--- src/rtl/shift_seq9900.sv ---
// Shift sequencer for TMS9900 SLA/SRA/SRC/SRL: drives the ALU one bit per clock.
// SHIFT9900_STATUS_EN adds a FLAGS state that captures ST0..ST2 from an ALU load2.
//
// state   | meaning
// S_IDLE  | waiting for start; ALU inputs parked
// S_SHIFT | one single-bit shift per clock, counter running down
// S_FLAGS | load2 of final word, capture lgt/agt/eq (status build only)
module shift_seq9900 (
  input  logic        clk,
  input  logic        reset,
  input  logic        start,
  input  logic [1:0]  shift_op,
  input  logic [3:0]  count_field,
  input  logic [3:0]  r0_low,
  input  logic [15:0] operand,
  output logic        busy,
  output logic        done,
  output logic [15:0] result,
  output logic        st_lgt,
  output logic        st_agt,
  output logic        st_eq,
  output logic        st_c,
  output logic        st_ov,
  output logic [3:0]  alu_ope,
  output logic [15:0] alu_arg1,
  output logic [15:0] alu_arg2,
  output logic        alu_compare,
  input  logic [15:0] alu_result,
  input  logic        alu_flag_carry,
  input  logic        alu_flag_overflow,
  input  logic        alu_logical_gt,
  input  logic        alu_arithmetic_gt,
  input  logic        alu_flag_zero
);

`ifdef SHIFT9900_STATUS_EN
  typedef enum logic [1:0] {S_IDLE, S_SHIFT, S_FLAGS} state_t;
`else
  typedef enum logic [1:0] {S_IDLE, S_SHIFT} state_t;
`endif

  state_t      state, state_nxt;
  logic [15:0] sreg;
  logic [4:0]  cnt;
  logic [4:0]  n_start;
  logic [1:0]  op_q;

  // A zero C field defers to R0; a zero R0 means a full 16-bit shift.
  assign n_start = (count_field != 4'd0) ? {1'b0, count_field} :
                   (r0_low != 4'd0)      ? {1'b0, r0_low}      : 5'd16;

  assign busy        = (state != S_IDLE);
  assign result      = sreg;
  assign alu_arg1    = 16'h0000;
  assign alu_arg2    = sreg;
  assign alu_compare = 1'b0;

  always_comb begin
    state_nxt = state;
    alu_ope   = 4'h0;
    case (state)
      S_IDLE: if (start) state_nxt = S_SHIFT;
      S_SHIFT: begin
        alu_ope = {2'b11, op_q};
`ifdef SHIFT9900_STATUS_EN
        if (cnt == 5'd1) state_nxt = S_FLAGS;
`else
        if (cnt == 5'd1) state_nxt = S_IDLE;
`endif
      end
`ifdef SHIFT9900_STATUS_EN
      S_FLAGS: begin
        alu_ope   = 4'h1;
        state_nxt = S_IDLE;
      end
`endif
      default: state_nxt = S_IDLE;
    endcase
  end

`ifdef SHIFT9900_STATUS_EN
  logic lgt_q, agt_q, eq_q;
  assign st_lgt = lgt_q;
  assign st_agt = agt_q;
  assign st_eq  = eq_q;
`else
  // ST0..ST2 come from elsewhere in the CPU when FLAGS is compiled out.
  logic unused_status;
  assign unused_status = ^{alu_logical_gt, alu_arithmetic_gt, alu_flag_zero};
  assign st_lgt = 1'b0;
  assign st_agt = 1'b0;
  assign st_eq  = 1'b0;
`endif

  always_ff @(posedge clk) begin
    if (reset) begin
      state <= S_IDLE;
      sreg  <= 16'h0000;
      cnt   <= 5'd0;
      op_q  <= 2'b00;
      done  <= 1'b0;
      st_c  <= 1'b0;
      st_ov <= 1'b0;
`ifdef SHIFT9900_STATUS_EN
      lgt_q <= 1'b0;
      agt_q <= 1'b0;
      eq_q  <= 1'b0;
`endif
    end else begin
      state <= state_nxt;
      done  <= 1'b0;
      case (state)
        S_IDLE: if (start) begin
          sreg  <= operand;
          cnt   <= n_start;
          op_q  <= shift_op;
          st_c  <= 1'b0;
          st_ov <= 1'b0;
        end
        S_SHIFT: begin
          sreg  <= alu_result;
          st_c  <= alu_flag_carry;
          // Overflow is sticky across steps and only meaningful for SLA.
          st_ov <= (op_q == 2'b00) & (st_ov | alu_flag_overflow);
          cnt   <= cnt - 5'd1;
`ifndef SHIFT9900_STATUS_EN
          if (cnt == 5'd1) done <= 1'b1;
`endif
        end
`ifdef SHIFT9900_STATUS_EN
        S_FLAGS: begin
          lgt_q <= alu_logical_gt;
          agt_q <= alu_arithmetic_gt;
          eq_q  <= alu_flag_zero;
          done  <= 1'b1;
        end
`endif
        default: ;
      endcase
    end
  end

endmodule
--- config.mk ---
export PLATFORM = sky130hd
export DESIGN_NAME = shift_seq9900
export DESIGN_NICKNAME = d
export VERILOG_FILES = /design/src/rtl/shift_seq9900.sv
export SDC_FILE = /design/constraint.sdc
export NUM_CORES = 1
export LEC_CHECK = 0
export ABC_AREA = 1
export BUFFER_PORTS_ARGS = -buffer_cell sky130_fd_sc_hd__buf_4
export CAP_MARGIN = 40
export CORE_ASPECT_RATIO = 0.7
export CORE_UTILIZATION = 45
export DETAILED_ROUTE_END_ITERATION = 12
export GPL_TIMING_DRIVEN = 0
export PLACE_DENSITY = 0.85
export SLEW_MARGIN = 20
export SYNTH_ARGS = -nofsm -noshare
export SYNTH_HDL_FRONTEND = slang
export SYNTH_SLANG_ARGS = --single-unit
--- constraint.sdc ---
create_clock -name clk -period 1.85 [get_ports clk]
set_clock_uncertainty 0.1 [all_clocks]
set_input_delay 0.0925 -clock clk [delete_from_list [all_inputs] [get_ports clk]]
set_output_delay 0.0925 -clock clk [all_outputs]
set_load 0.005 [all_outputs]
Word level (Yosys, flattened, before mapping)
Index checks and enable logic that the tools add are counted.

word-level totals
  word-level logic and storage cells = 39
  flip-flop bits (word level) = 28
  bits of input ports = 50
  output and inout port bits = 60

cells by class
  bitwise logic cells = 3
  eq/ne operators = 4
  multiplexer cells = 14
  add/subtract/negate cells = 1
  reduce and logical (&&, ||, !) cells = 10

operators by type and width
  operator                                             number
  one-hot mux 16 bit (2 select lines)                  1
  two-way mux 16 bit                                   1
  two-way mux 5 bit                                    3
  one-hot mux 5 bit (2 select lines)                   1
  nonzero test 4 bit                                   2
  AND reduction 2 bit                                  3
  equality test 5 x 1 -> 1 bit, second input constant  1
  subtractor 5 x 1 -> 5 bit, second input constant     1
  zero test 2 bit                                      2
  two-way mux 2 bit                                    2
  two-way mux 4 bit                                    1
  inequality test 2 bit, second input constant         2
  one-hot mux 1 bit (2 select lines)                   2
  one-hot mux 2 bit (2 select lines)                   1
  nonzero test 2 bit                                   2
  equality test 2 x 1 -> 1 bit, second input constant  1
  two-way mux 1 bit                                    2
  OR reduction 2 bit                                   1
  AND 1 bit                                            1
  inverter 1 bit                                       1
  bitwise OR 1 bit                                     1

Logic depth before layout (Yosys ltp)
  depth in word-level cells = 5
  mapped depth = 8
  gate-level depth less buffers = 7

Worst setup path before layout
Ideal clock, no wire load.

  path type = register -> register
  from = register state[0]
  to = register sreg[0] (netlist: alu_arg2[0])
  slack = 0.666 ns
  library setup time = 0.110 ns
  data required time = 1.640 ns
  clock period less this slack = 1.184 ns
  arrival time = 0.974 ns
  stages on the path, launching flop included = 8
  path through = dfxtp_1 > buf_6 > nor2_4 > buf_4 > a22oi_1 > nand2_1 > nand2_1 > inv_1

between the ends
  longest elaborated chain between the ends = 3

RTL lines
  item                                                                   line  text
  from (decl)                                                            42    state_t state, state_nxt;
  from (signal assigned)                                                 110   state <= state_nxt;
  equality test 2 x 1 -> 1 bit or zero test 2 bit (tied branches)        112   case (state)
  nonzero test 2 bit (no line) or inequality test 2 bit (tied branches)  n/a
  AND reduction 2 bit (no line)                                          n/a
  to (signal assigned)                                                   114   sreg <= operand;
  to (signal assigned)                                                   121   sreg <= alu_result;
  to (decl)                                                              43    logic [15:0] sreg;

Several ways; a longest one is shown, not always the timed one.
A chain may end at the register's enable or synchronous reset.

Worst setup path in the final report
  from = register state[0]
  to = output port alu_ope[0]

between the ends
  longest elaborated chain between the ends = 2

RTL lines
  item                          line  text
  equality test 2 x 1 -> 1 bit  61    case (state)
  two-way mux 4 bit             61
  to (decl)                     24    output logic [3:0] alu_ope,

No other way between the ends.

==> flow_summary.yaml <==
yosys:
  yosysWarningCount: 0
  synth-seq-cells: 27
  synth_area_mm2: 0.00165
  synth_cell_type_count: 22
  synth-seq-area-share: 0.328
  synth_area_per_cell_um2: 6.60
  postSynthCellCount: 250
clocking:
  cts_root_buf: "clkbuf_8"
  cts_inserted_buffers: 3
  cts_tree: "yes"
  post_cts_buffers: 0
  htreeDepth: 1
  clk_pin_slew_ns: 0.09
  clockBufferDepth: 2
  cts_sinks: 27
  clock_latency_ns: 0.27
placed_design:
  gp_routability_congestion: 0.822
  detailed_place_hpwl_mm: 3.39
  dp.cells: 402
  numPortBuffers: 86
  dpl_worst_slack_ns: 0.568
timing:
  hold_viol_final: 0
  min_period_ns: 1.50
  setup_viol: 0
  slew_violations: 0
  setup_tns_ns: 0
  fin_crit_sh: 0.809
  rsz0062_at_grt: "no"
  layout_setup_ws_ns: 0.353
  fmax_mhz: 668
worst_setup_path:
  cp-end-kind: "output port"
  worstSetupStartpoint: "state[0]"
  slowest_stage: "dfxtp_1"
  path_cells: "buf_6 > buf_2 > nand2_1 > inv_1 > buf_4"
  arrival_ns: 1.30
  crit_path_start_kind: "flip-flop"
  cp_top_family: "buffers and inverters"
  required_ns: 1.66
  path_class: "reg2out"
  cpPeakStageDelay_ns: 0.40
  crit_fanout: 10
  crit_buf_inv: 4
  rr_startpoint: "state[0]"
global_route:
  grt_antenna_before_repair: 0
  grt_pass1_vias: 1701
  grt_pass1_wl_mm: 7.36
  grt_max_degree: 16
  overflow: 0
  grt_usage: 0.247
routing:
  drc: 0
  wl_mm: 4.58
  first_iter_violations: 73
  first_pass_iters: 4
  num_vias: 1803
  antenna_left: 0
  vias_per_cell: 4.28
  wl_per_cell_um: 10.9
layout:
  diodes: 0
  multi_input_area_um2: 721
  area_growth_pct: 59.0
  regArea_um2: 541
  num-fill-cells: 258
  nets: 427
  finalNonFillerCells: 421
  final_layout_size_suffix_gt1_frac: 0.374
flow_run:
  maxCapViolCount: 0
hold_path:
  hold_start: "alu_result[2]"
  hold_path_class: "in2reg"
die:
  die_w_um: 74.4
  boundaryPins: 110
  floorplan.initialDensity: 0.497
  placeableCoreArea_mm2: 0.00332
  rows: 17
  fp.dieH_um: 52.7
  die-area_mm2: 0.00391
pwr:
  leakage_nw: 1.55
  peakVddDrop_uv: 449
  powerDensity_mw_per_mm2: 579
run_status:
  status: "completed"
what timing repair did:
item | in CTS | in global routing
hold buffers | 15 | 0
gates resized for setup | 0 | 0
endpoints found under the hold margin | 18 | 0
cells in the mapped netlist:
library cell / n / area share
and2_1: 1 / 0.0038
a21oi_1: 9 / 0.027
buf_2: 4 / 0.012
nor2_1: 17 / 0.039
clkbuf_1: 1 / 0.0023
ha_1: 2 / 0.015
buf_4: 41 / 0.19
conb_1: 1 / 0.0023
dfxtp_1: 27 / 0.33
nand3_1: 17 / 0.052
a22oi_1: 6 / 0.027
inv_1: 28 / 0.064
o21ai_1: 1 / 0.0030
o21ai_0: 6 / 0.018
nand2_1: 80 / 0.18
buf_6: 1 / 0.0068
o211ai_1: 1 / 0.0046
inv_2: 3 / 0.0068
xnor2_1: 1 / 0.0053
nor2_4: 1 / 0.0068
nand3b_1: 1 / 0.0046
nor3_1: 1 / 0.0030
path summary, 6_finish.rpt:
| kind | to | slack [ns] | cells past startpoint |
|---|---|---|---|
| setup / recovery | alu_ope[0] | 0.35 | 5 |
| hold / removal | alu_arg2[2] | 0.008 | 5 |
| setup reg to reg | alu_arg2[0] | 0.54 | 7 |
| hold reg to reg | st_c | 0.37 | 2 |
cell usage in the layout (no fill, tap or decap), types with 4 or more instances in the layout:
cell type      Yosys  routed
dlygate4sd3_1      0      15
buf_2              4       4
dfxtp_1           27      27
buf_4             41     127
nand2_1           80      80
nor2_1            17      17
o21ai_0            6       6
a22oi_1            6       6
nand3_1           17      17
inv_1             28      28
a21oi_1            9       9
conb_1             1      20
sequential cells by signal, summed over array words and instances (netlist names):
signal    count
done          1
alu_arg2     16
op_q          2
st_ov         1
st_c          1
cnt           5
state         1
final cells by class:
type / instances / share of cell area
repair buffers: 101 / 0.304
multi-input cells: 164 / 0.275
clock inverters: 1 / 0.00191
plain buffers: 47 / 0.131
well taps: 47 / 0.0224
clock buffers: 3 / 0.0158
flip-flops and latches: 27 / 0.206
inverters: 31 / 0.0444
power breakdown:
group | internal [mW] | total, mW | switching (mW)
Combinational | 0.297 | 0.514 | 0.217
Sequential | 0.628 | 0.667 | 0.0385
Clock | 0.151 | 0.339 | 0.188
tightest hold or removal path: cells and delay by family:
family / cells / cell delay [ns]
buf+inv: 2 / 0.12
simple gates: 3 / 0.15
cell families (layout without fill, tap and decap cells):
| logic type | Yosys count | count (layout) | share of synthesized area |
|---|---|---|---|
| xor+xnor | 1 | 1 | 0.00531 |
| other cells | 1 | 20 | 0.00227 |
| compound gates | 23 | 23 | 0.0804 |
| buf+inv | 78 | 183 | 0.278 |
| fa+ha+maj | 2 | 2 | 0.0152 |
| flops | 27 | 27 | 0.328 |
| simple gates | 118 | 118 | 0.291 |
routing by layer:
metal	track usage	routed length (µm)	share of wire
met5	0	0	0
met4	0.0314	8	0.0017
met3	0.0692	402	0.088
met2	0.441	2110	0.46
met1	0.304	2060	0.45
through the flow:
step	util	area (µm²)	hold slack, ns	total power, mW
finish	0.790	2620	0.00774	1.52
detailed placement	0.731	2420	0.218	1.16
CTS	0.790	2620	0.00468	1.52
floorplan	-	1720	0.0616	0.939
global route	0.790	2620	0.0144	1.62
global placement	0.731	2420	0.211	1.15
No activity file was read; power rests on OpenSTA's default activity.
